--- src/rtl/uart_rx_cfg_if.sv ---
// Received-word bus of the configurable UART receiver: one word plus its
// error flags, qualified by a single-cycle o_rx_dv strobe.
interface uart_rx_cfg_if #(
    parameter int DATA_BITS = 8
);
    logic                 o_rx_dv;
    logic [DATA_BITS-1:0] o_rx_data;
    logic                 o_parity_err;
    logic                 o_frame_err;
    logic                 o_break;

    // Receiver drives the word and flags
    modport master (
        output o_rx_dv,
        output o_rx_data,
        output o_parity_err,
        output o_frame_err,
        output o_break
    );

    // Packet parser consumes them
    modport slave (
        input o_rx_dv,
        input o_rx_data,
        input o_parity_err,
        input o_frame_err,
        input o_break
    );
endinterface

--- src/rtl/uart_rx_cfg.sv ---
// Configurable UART receiver: runtime clocks-per-bit, none/even/odd parity,
// one or two stop bits, 3-sample majority per bit, parity/framing/break flags.
module uart_rx_cfg #(
    parameter int DATA_BITS = 8,
    parameter int DIV_WIDTH = 16
) (
    input  logic                 i_clk,
    input  logic                 i_rst,
    input  logic                 i_rx_serial,
    input  logic [DIV_WIDTH-1:0] i_clks_per_bit,
    input  logic [1:0]           i_parity_mode,
    input  logic                 i_two_stop,
    uart_rx_cfg_if.master        rx_out
);

    typedef enum logic [2:0] {
        S_IDLE,
        S_START,
        S_DATA,
        S_PARITY,
        S_STOP,
        S_BRK_WAIT
    } state_t;

    localparam logic [3:0] LAST_BIT = 4'(DATA_BITS - 1);

    state_t state, state_n;

    logic                 rx_meta, rx_s;
    logic [DIV_WIDTH-1:0] d_l, cnt;
    logic [DIV_WIDTH-1:0] h_c, h_m1, h_p1, d_m1;
    logic                 par_en_l, par_odd_l, two_stop_l;
    logic [3:0]           bit_idx;
    logic                 stop_idx;
    logic                 samp_a, samp_b;
    logic [DATA_BITS-1:0] shreg;
    logic                 par_acc, any_one, par_err_r, stop_bad;

    logic                 at_hm1, at_h, decide, wrap, maj;
    logic                 final_stop, frame_now, brk_now;
    logic                 start_det, shift_en, par_dec, stop_dec, emit;
    logic [DIV_WIDTH-1:0] d_in;

    // Two-flop synchronizer for the asynchronous RX pin, idling high
    always_ff @(posedge i_clk) begin
        if (i_rst) begin
            rx_meta <= 1'b1;
            rx_s    <= 1'b1;
        end else begin
            rx_meta <= i_rx_serial;
            rx_s    <= rx_meta;
        end
    end

    // Divisor clamp and the derived sample/wrap points of the latched divisor
    always_comb begin
        d_in   = (i_clks_per_bit < DIV_WIDTH'(4)) ? DIV_WIDTH'(4) : i_clks_per_bit;
        h_c    = d_l >> 1;
        h_m1   = h_c - DIV_WIDTH'(1);
        h_p1   = h_c + DIV_WIDTH'(1);
        d_m1   = d_l - DIV_WIDTH'(1);
        at_hm1 = (cnt == h_m1);
        at_h   = (cnt == h_c);
        decide = (cnt == h_p1);
        wrap   = (cnt == d_m1);
        // third sample is the live synchronized line at the decision point
        maj        = (samp_a & samp_b) | (samp_a & rx_s) | (samp_b & rx_s);
        final_stop = stop_idx | ~two_stop_l;
        frame_now  = stop_bad | ~maj;
        brk_now    = frame_now & ~any_one;
    end

    // State register
    always_ff @(posedge i_clk) begin
        if (i_rst) state <= S_IDLE;
        else       state <= state_n;
    end

    // Next-state logic
    always_comb begin
        state_n = state;
        unique case (state)
            S_IDLE:     if (!rx_s) state_n = S_START;
            S_START: begin
                if (decide && maj) state_n = S_IDLE;
                else if (wrap)     state_n = S_DATA;
            end
            S_DATA:     if (wrap && bit_idx == LAST_BIT) state_n = par_en_l ? S_PARITY : S_STOP;
            S_PARITY:   if (wrap) state_n = S_STOP;
            // leave on the final stop decision; the rest of the stop bit is not waited out
            S_STOP:     if (decide && final_stop) state_n = brk_now ? S_BRK_WAIT : S_IDLE;
            S_BRK_WAIT: if (rx_s) state_n = S_IDLE;
            default:    state_n = S_IDLE;
        endcase
    end

    // Per-state control strobes for the datapath
    always_comb begin
        start_det = 1'b0;
        shift_en  = 1'b0;
        par_dec   = 1'b0;
        stop_dec  = 1'b0;
        emit      = 1'b0;
        unique case (state)
            S_IDLE:   start_det = ~rx_s;
            S_DATA:   shift_en  = decide;
            S_PARITY: par_dec   = decide;
            S_STOP: begin
                stop_dec = decide;
                emit     = decide & final_stop;
            end
            default: ;
        endcase
    end

    // Bit timing, sampling, shifting and error accumulation for the frame in flight
    always_ff @(posedge i_clk) begin
        if (i_rst) begin
            d_l        <= DIV_WIDTH'(4);
            par_en_l   <= 1'b0;
            par_odd_l  <= 1'b0;
            two_stop_l <= 1'b0;
            cnt        <= '0;
            bit_idx    <= '0;
            stop_idx   <= 1'b0;
            samp_a     <= 1'b1;
            samp_b     <= 1'b1;
            shreg      <= '0;
            par_acc    <= 1'b0;
            any_one    <= 1'b0;
            par_err_r  <= 1'b0;
            stop_bad   <= 1'b0;
        end else begin
            if (start_det) begin
                // the detect cycle itself is offset 0 of the start bit
                d_l        <= d_in;
                par_en_l   <= ^i_parity_mode;
                par_odd_l  <= i_parity_mode[1];
                two_stop_l <= i_two_stop;
                cnt        <= DIV_WIDTH'(1);
                bit_idx    <= '0;
                stop_idx   <= 1'b0;
                par_acc    <= 1'b0;
                any_one    <= 1'b0;
                par_err_r  <= 1'b0;
                stop_bad   <= 1'b0;
            end else if (state != S_IDLE && state != S_BRK_WAIT) begin
                cnt <= wrap ? '0 : cnt + DIV_WIDTH'(1);
            end

            if (at_hm1) samp_a <= rx_s;
            if (at_h)   samp_b <= rx_s;

            if (shift_en) begin
                shreg   <= {maj, shreg[DATA_BITS-1:1]};
                par_acc <= par_acc ^ maj;
                any_one <= any_one | maj;
            end
            if (state == S_DATA && wrap) bit_idx <= bit_idx + 4'd1;

            if (par_dec) begin
                par_err_r <= (par_acc ^ maj) != par_odd_l;
                any_one   <= any_one | maj;
            end

            if (stop_dec) stop_bad <= stop_bad | ~maj;
            if (state == S_STOP && wrap) stop_idx <= 1'b1;
        end
    end

    // Registered word/flags, updated only with the o_rx_dv strobe
    always_ff @(posedge i_clk) begin
        if (i_rst) begin
            rx_out.o_rx_dv      <= 1'b0;
            rx_out.o_rx_data    <= '0;
            rx_out.o_parity_err <= 1'b0;
            rx_out.o_frame_err  <= 1'b0;
            rx_out.o_break      <= 1'b0;
        end else begin
            rx_out.o_rx_dv <= emit;
            if (emit) begin
                rx_out.o_rx_data    <= brk_now ? '0 : shreg;
                rx_out.o_parity_err <= par_err_r;
                rx_out.o_frame_err  <= frame_now;
                rx_out.o_break      <= brk_now;
            end
        end
    end

endmodule
--- src/flat_wrapper.sv ---
// flat-port wrapper written by rule: the top's interface ports become plain ports
module uart_rx_cfg_flat 
#(
    parameter int DATA_BITS = 8,
    parameter int DIV_WIDTH = 16
)
  (i_clk, i_rst, i_rx_serial, i_clks_per_bit, i_parity_mode, i_two_stop, rx_out_o_rx_dv, rx_out_o_rx_data, rx_out_o_parity_err, rx_out_o_frame_err, rx_out_o_break);
  uart_rx_cfg_if #(.DATA_BITS(DATA_BITS)) rx_out_i ();
  input  logic i_clk;
  input  logic i_rst;
  input  logic i_rx_serial;
  input  logic [DIV_WIDTH-1:0] i_clks_per_bit;
  input  logic [1:0] i_parity_mode;
  input  logic i_two_stop;
  output wire logic [$bits(rx_out_i.o_rx_dv)-1:0] rx_out_o_rx_dv;
  output wire logic [$bits(rx_out_i.o_rx_data)-1:0] rx_out_o_rx_data;
  output wire logic [$bits(rx_out_i.o_parity_err)-1:0] rx_out_o_parity_err;
  output wire logic [$bits(rx_out_i.o_frame_err)-1:0] rx_out_o_frame_err;
  output wire logic [$bits(rx_out_i.o_break)-1:0] rx_out_o_break;
  assign rx_out_o_rx_dv = rx_out_i.o_rx_dv;
  assign rx_out_o_rx_data = rx_out_i.o_rx_data;
  assign rx_out_o_parity_err = rx_out_i.o_parity_err;
  assign rx_out_o_frame_err = rx_out_i.o_frame_err;
  assign rx_out_o_break = rx_out_i.o_break;
  uart_rx_cfg #(.DATA_BITS(DATA_BITS), .DIV_WIDTH(DIV_WIDTH)) u_core (.i_clk(i_clk), .i_rst(i_rst), .i_rx_serial(i_rx_serial), .i_clks_per_bit(i_clks_per_bit), .i_parity_mode(i_parity_mode), .i_two_stop(i_two_stop), .rx_out(rx_out_i));
endmodule
--- config.mk ---
export PLATFORM = sky130hd
export DESIGN_NAME = uart_rx_cfg_flat
export DESIGN_NICKNAME = d
export VERILOG_FILES = /design/src/rtl/uart_rx_cfg_if.sv /design/src/rtl/uart_rx_cfg.sv /design/src/flat_wrapper.sv
export SDC_FILE = /design/constraint.sdc
export NUM_CORES = 1
export LEC_CHECK = 0
export BUFFER_PORTS_ARGS = -buffer_cell sky130_fd_sc_hd__clkbuf_2
export CAP_MARGIN = 20
export CORE_MARGIN = 3
export CORE_UTILIZATION = 55
export CTS_BUF_LIST = sky130_fd_sc_hd__clkbuf_2 sky130_fd_sc_hd__clkbuf_4 sky130_fd_sc_hd__clkbuf_8
export DETAILED_ROUTE_END_ITERATION = 8
export MAX_ROUTING_LAYER = met4
export PLACE_DENSITY = 0.74
export SETUP_SLACK_MARGIN = 0.5
export SLEW_MARGIN = 20
export SYNTH_ARGS = -nofsm -noshare
export SYNTH_HDL_FRONTEND = slang
export SYNTH_SLANG_ARGS = --single-unit
--- constraint.sdc ---
create_clock -name i_clk -period 3.9 [get_ports i_clk]
set_input_delay 0 -clock i_clk [delete_from_list [all_inputs] [get_ports i_clk]]
set_output_delay 0 -clock i_clk [all_outputs]
set_load 0.02 [all_outputs]
==> impl_metrics.tcl <==
set metrics [dict create \
    p_leak_uw 0.00189 \
    drt.antenna.violating_nets 0 \
    root_buffer "clkbuf_8" \
    grt_max_degree 60 \
    startpoint "u_core.d_l[5]$_SDFFE_PP0P_" \
    clk_latency_ns 0.36 \
    busiest_layer "met2" \
    cts_tree "yes" \
    crit_arrival_ns 3.44 \
    relSlewSlack_pct 40.7 \
    drt_pre_antenna_iters 6 \
    power.share.clock_pct 29.9 \
    rows 33 \
    gr-usage-met2_pct 43.5 \
    drv_slew 0 \
    vias 4544 \
    synth-edff-count 0 \
    synth_ff_type "dfxtp_1" \
    wirelength_microns 12600 \
    grt_use_total_pct 26.5 \
    die_height_microns 99.1 \
    antenna_found_initial 0 \
    critPathRequiredTime_ns 4.12 \
    clk_pin_slew_ns 0.10 \
    drive_gt1_share_pct 13.6 \
    syn_nets 648 \
    r2r_cells 8 \
    cap_viol_max_count 0 \
    swShare_pct 36.2 \
    viasPerCell 6.03 \
    clock_sinks 71 \
    post_synth.cell_area_avg_sq_um 7.69 \
    diodes 0 \
    end_kind "flop" \
    grt.overflow.total 0 \
    hold_violations 0 \
    clock_skew_ns 0.0183 \
    met1_usage_pct 31.8 \
    combPwrFrac_pct 26.5 \
    detailed_place_hpwl_microns 8930 \
    drt_iter0_drc 406 \
    status "finished clean" \
    holdCritPathClass "input pin to flop" \
    crit_path_start_kind "flop" \
    cts_buffers 9 \
    area_growth_pct 11.5 \
    dieArea_sq_mm 0.00982 \
    worst-setup-path-type "flop to flop" \
    async_flop_share_pct 0 \
    intPower_uw 1220 \
    die_w_microns 99.1 \
    wire_per_inst_microns 16.7 \
    reg2reg_to "u_core.rx_out.o_rx_data[7]$_SDFFE_PP0P_" \
    finalCritPeriodShare_pct 82.7 \
    vdd_drop_max_mv 0.209 \
    start_util_pct 57.4 \
    power_frac_seq_pct 43.6 \
    p_switching_uw 691 \
    grt_setup_unrepaired "false" \
    routabilityCongestion 0.972 \
    syn-cell-area_sq_mm 0.00477 \
    p_per_area_mw_per_mm2 359 \
    core-area_sq_mm 0.00830 \
    setup_violations 0 \
    htreeDepth 3 \
    num_io_pins 34 \
    fin_nets 671 \
    post-route-drc-count 0 \
    crit_fanout 11 \
    place_ws_ns 0.495 \
    clock.fmax_mhz 310 \
    first_global_vias 4272 \
    met3_usage_pct 4.03 \
    rrSetupSlack_ns 0.67 \
    ys_warn_count 0 \
    worst_slack_ns 0.673 \
    worstMarginPinSlew_ns 0.887 \
    layout_min_cycle_time_ns 3.23 \
    synthCells 620 \
    rr_startpoint "u_core.d_l[5]$_SDFFE_PP0P_" \
    yosysSeqAreaShare_pct 29.8 \
    grt_pass1_wl_microns 20600 \
    cts_buffer_depth 2 \
    ys_ff_latch 71 \
    ys_types 71 \
    finalSetupTns_ns 0 \
    portBuffers 33 \
    worstSetupEndpoint "u_core.rx_out.o_rx_data[7]$_SDFFE_PP0P_" \
]
[flip-flops by register name (all words and copies together), names as in the netlist, 3 cells and up]
signal	cells
u_core.bit_idx	4
u_core.shreg	8
u_core.rx_out.o_rx_data	8
u_core.d_l	16
u_core.cnt	16
u_core.state	3
[power groups by stage]
stage	clock, uW	combinational (uW)	sequential [uW]
2_1_floorplan	0	424	787
3_3_place_gp	0	467	843
3_5_place_dp	0	476	845
4_1_cts	587	496	828
5_1_grt	614	553	840
6_report	571	506	833
[metrics by stage]
stage                     instances  power [uW]  area [sq um]  hold WS, ns  utilization [%]
after floorplan                 620        1210          4770        0.104                -
after global placement          717        1310          4920        0.182             59.2
after detailed placement        717        1320          4920        0.187             59.2
after CTS                       753        1910          5300        0.180             63.9
after global routing            753        2010          5320        0.230             64.0
final                           753        1910          5320        0.191             64.0
[cells in the mapped netlist (4+ instances only)]
| library cell | instances | area share (%) |
|---|---|---|
| and3_1 | 8 | 1.1 |
| buf_2 | 11 | 1.2 |
| nand2b_1 | 8 | 1.1 |
| or2_2 | 4 | 0.52 |
| dfxtp_1 | 71 | 30 |
| nor2_1 | 61 | 4.8 |
| inv_1 | 10 | 0.79 |
| xnor2_1 | 33 | 6.1 |
| xor2_1 | 25 | 4.6 |
| ha_1 | 6 | 1.6 |
| or4_1 | 5 | 0.79 |
| nor3_1 | 18 | 1.9 |
| and2_1 | 5 | 0.66 |
| nand2_1 | 85 | 6.7 |
| mux2_1 | 4 | 0.95 |
| or3_1 | 8 | 1.1 |
| and4_1 | 4 | 0.74 |
| nand4_1 | 16 | 2.1 |
| a21oi_1 | 44 | 4.6 |
| nor4_1 | 13 | 1.7 |
| nor3b_1 | 4 | 0.63 |
| o31ai_1 | 4 | 0.63 |
| nor2b_1 | 8 | 1.1 |
| clkbuf_1 | 32 | 2.5 |
| nand3b_1 | 4 | 0.63 |
| mux2i_1 | 16 | 3.4 |
| o21ai_0 | 10 | 1.1 |
| nand3_1 | 29 | 3.0 |
[repair_timing]
action,in CTS,in global routing
endpoints found under the setup margin,11,31
gates resized for setup,1,7
hold buffers,20,0
buffers inserted,0,0
endpoints found under the hold margin,20,0
[final cells by class]
class / count / area, sq um
Clock buffer: 9 / 124
Tap cell: 105 / 131
Multi-Input combinational cell: 490 / 3110
Sequential cell: 71 / 1430
Inverter: 10 / 37.5
Timing Repair Buffer: 61 / 425
Clock inverter: 7 / 61.3
Fill cell: 737 / 2980
[worst min-delay path by stage]
stage,from,endpoint,slack (ns),cells past startpoint
2_1_floorplan,i_rx_serial,u_core.rx_meta$_SDFF_PP1_,0.10,1
3_3_place_gp,i_rx_serial,u_core.rx_meta$_SDFF_PP1_,0.18,2
3_5_place_dp,i_rx_serial,u_core.rx_meta$_SDFF_PP1_,0.19,2
4_1_cts,i_rst,u_core.bit_idx[3]$_SDFFE_PP0P_,0.18,3
5_1_grt,i_rst,u_core.bit_idx[3]$_SDFFE_PP0P_,0.23,3
6_report,i_rst,u_core.bit_idx[3]$_SDFFE_PP0P_,0.19,3
[cell usage in the layout (no fill, tap or decap), types with 12 or more instances in the layout]
master	instances
nand2_1	84
dfxtp_1	65
nor2_1	61
a21oi_1	44
xnor2_1	33
clkbuf_2	33
nand3_1	29
xor2_1	25
dlygate4sd3_1	20
nor3_1	18
mux2i_1	16
nand4_1	16
nor4_1	12
[worst max-delay path, cell delays in order, from the launching register on]
cell and delay, ns:
dfxtp_1 0.61, nand4_2 0.31, or4_1 0.60, a22o_1 0.28
a211oi_4 0.26, nand4_4 0.21, or3_1 0.60, nand2_1 0.14
a21oi_1 0.07
[kinds of logic (layout without fill, tap and decap cells)]
family                     after synthesis  after routing  share of synthesized area (%)
DFF                                     71             71                           29.8
and+or+nand+nor                        292            292                           31.4
muxes                                   23             23                           5.17
AOI/OAI and AO/OA                      111            111                           16.1
buffers and inverters                   59             87                           5.25
xor gates and xnor gates                58             58                           10.7
adders and majority gates                6              6                           1.58
[metal layers]
metal | wire (microns) | vias up
met5 | 0 | -
met4 | 419 | 0
met3 | 607 | 36
met2 | 6220 | 148
met1 | 5330 | 2117
li1 | - | 2243
(Power assumes the default switching activity.)
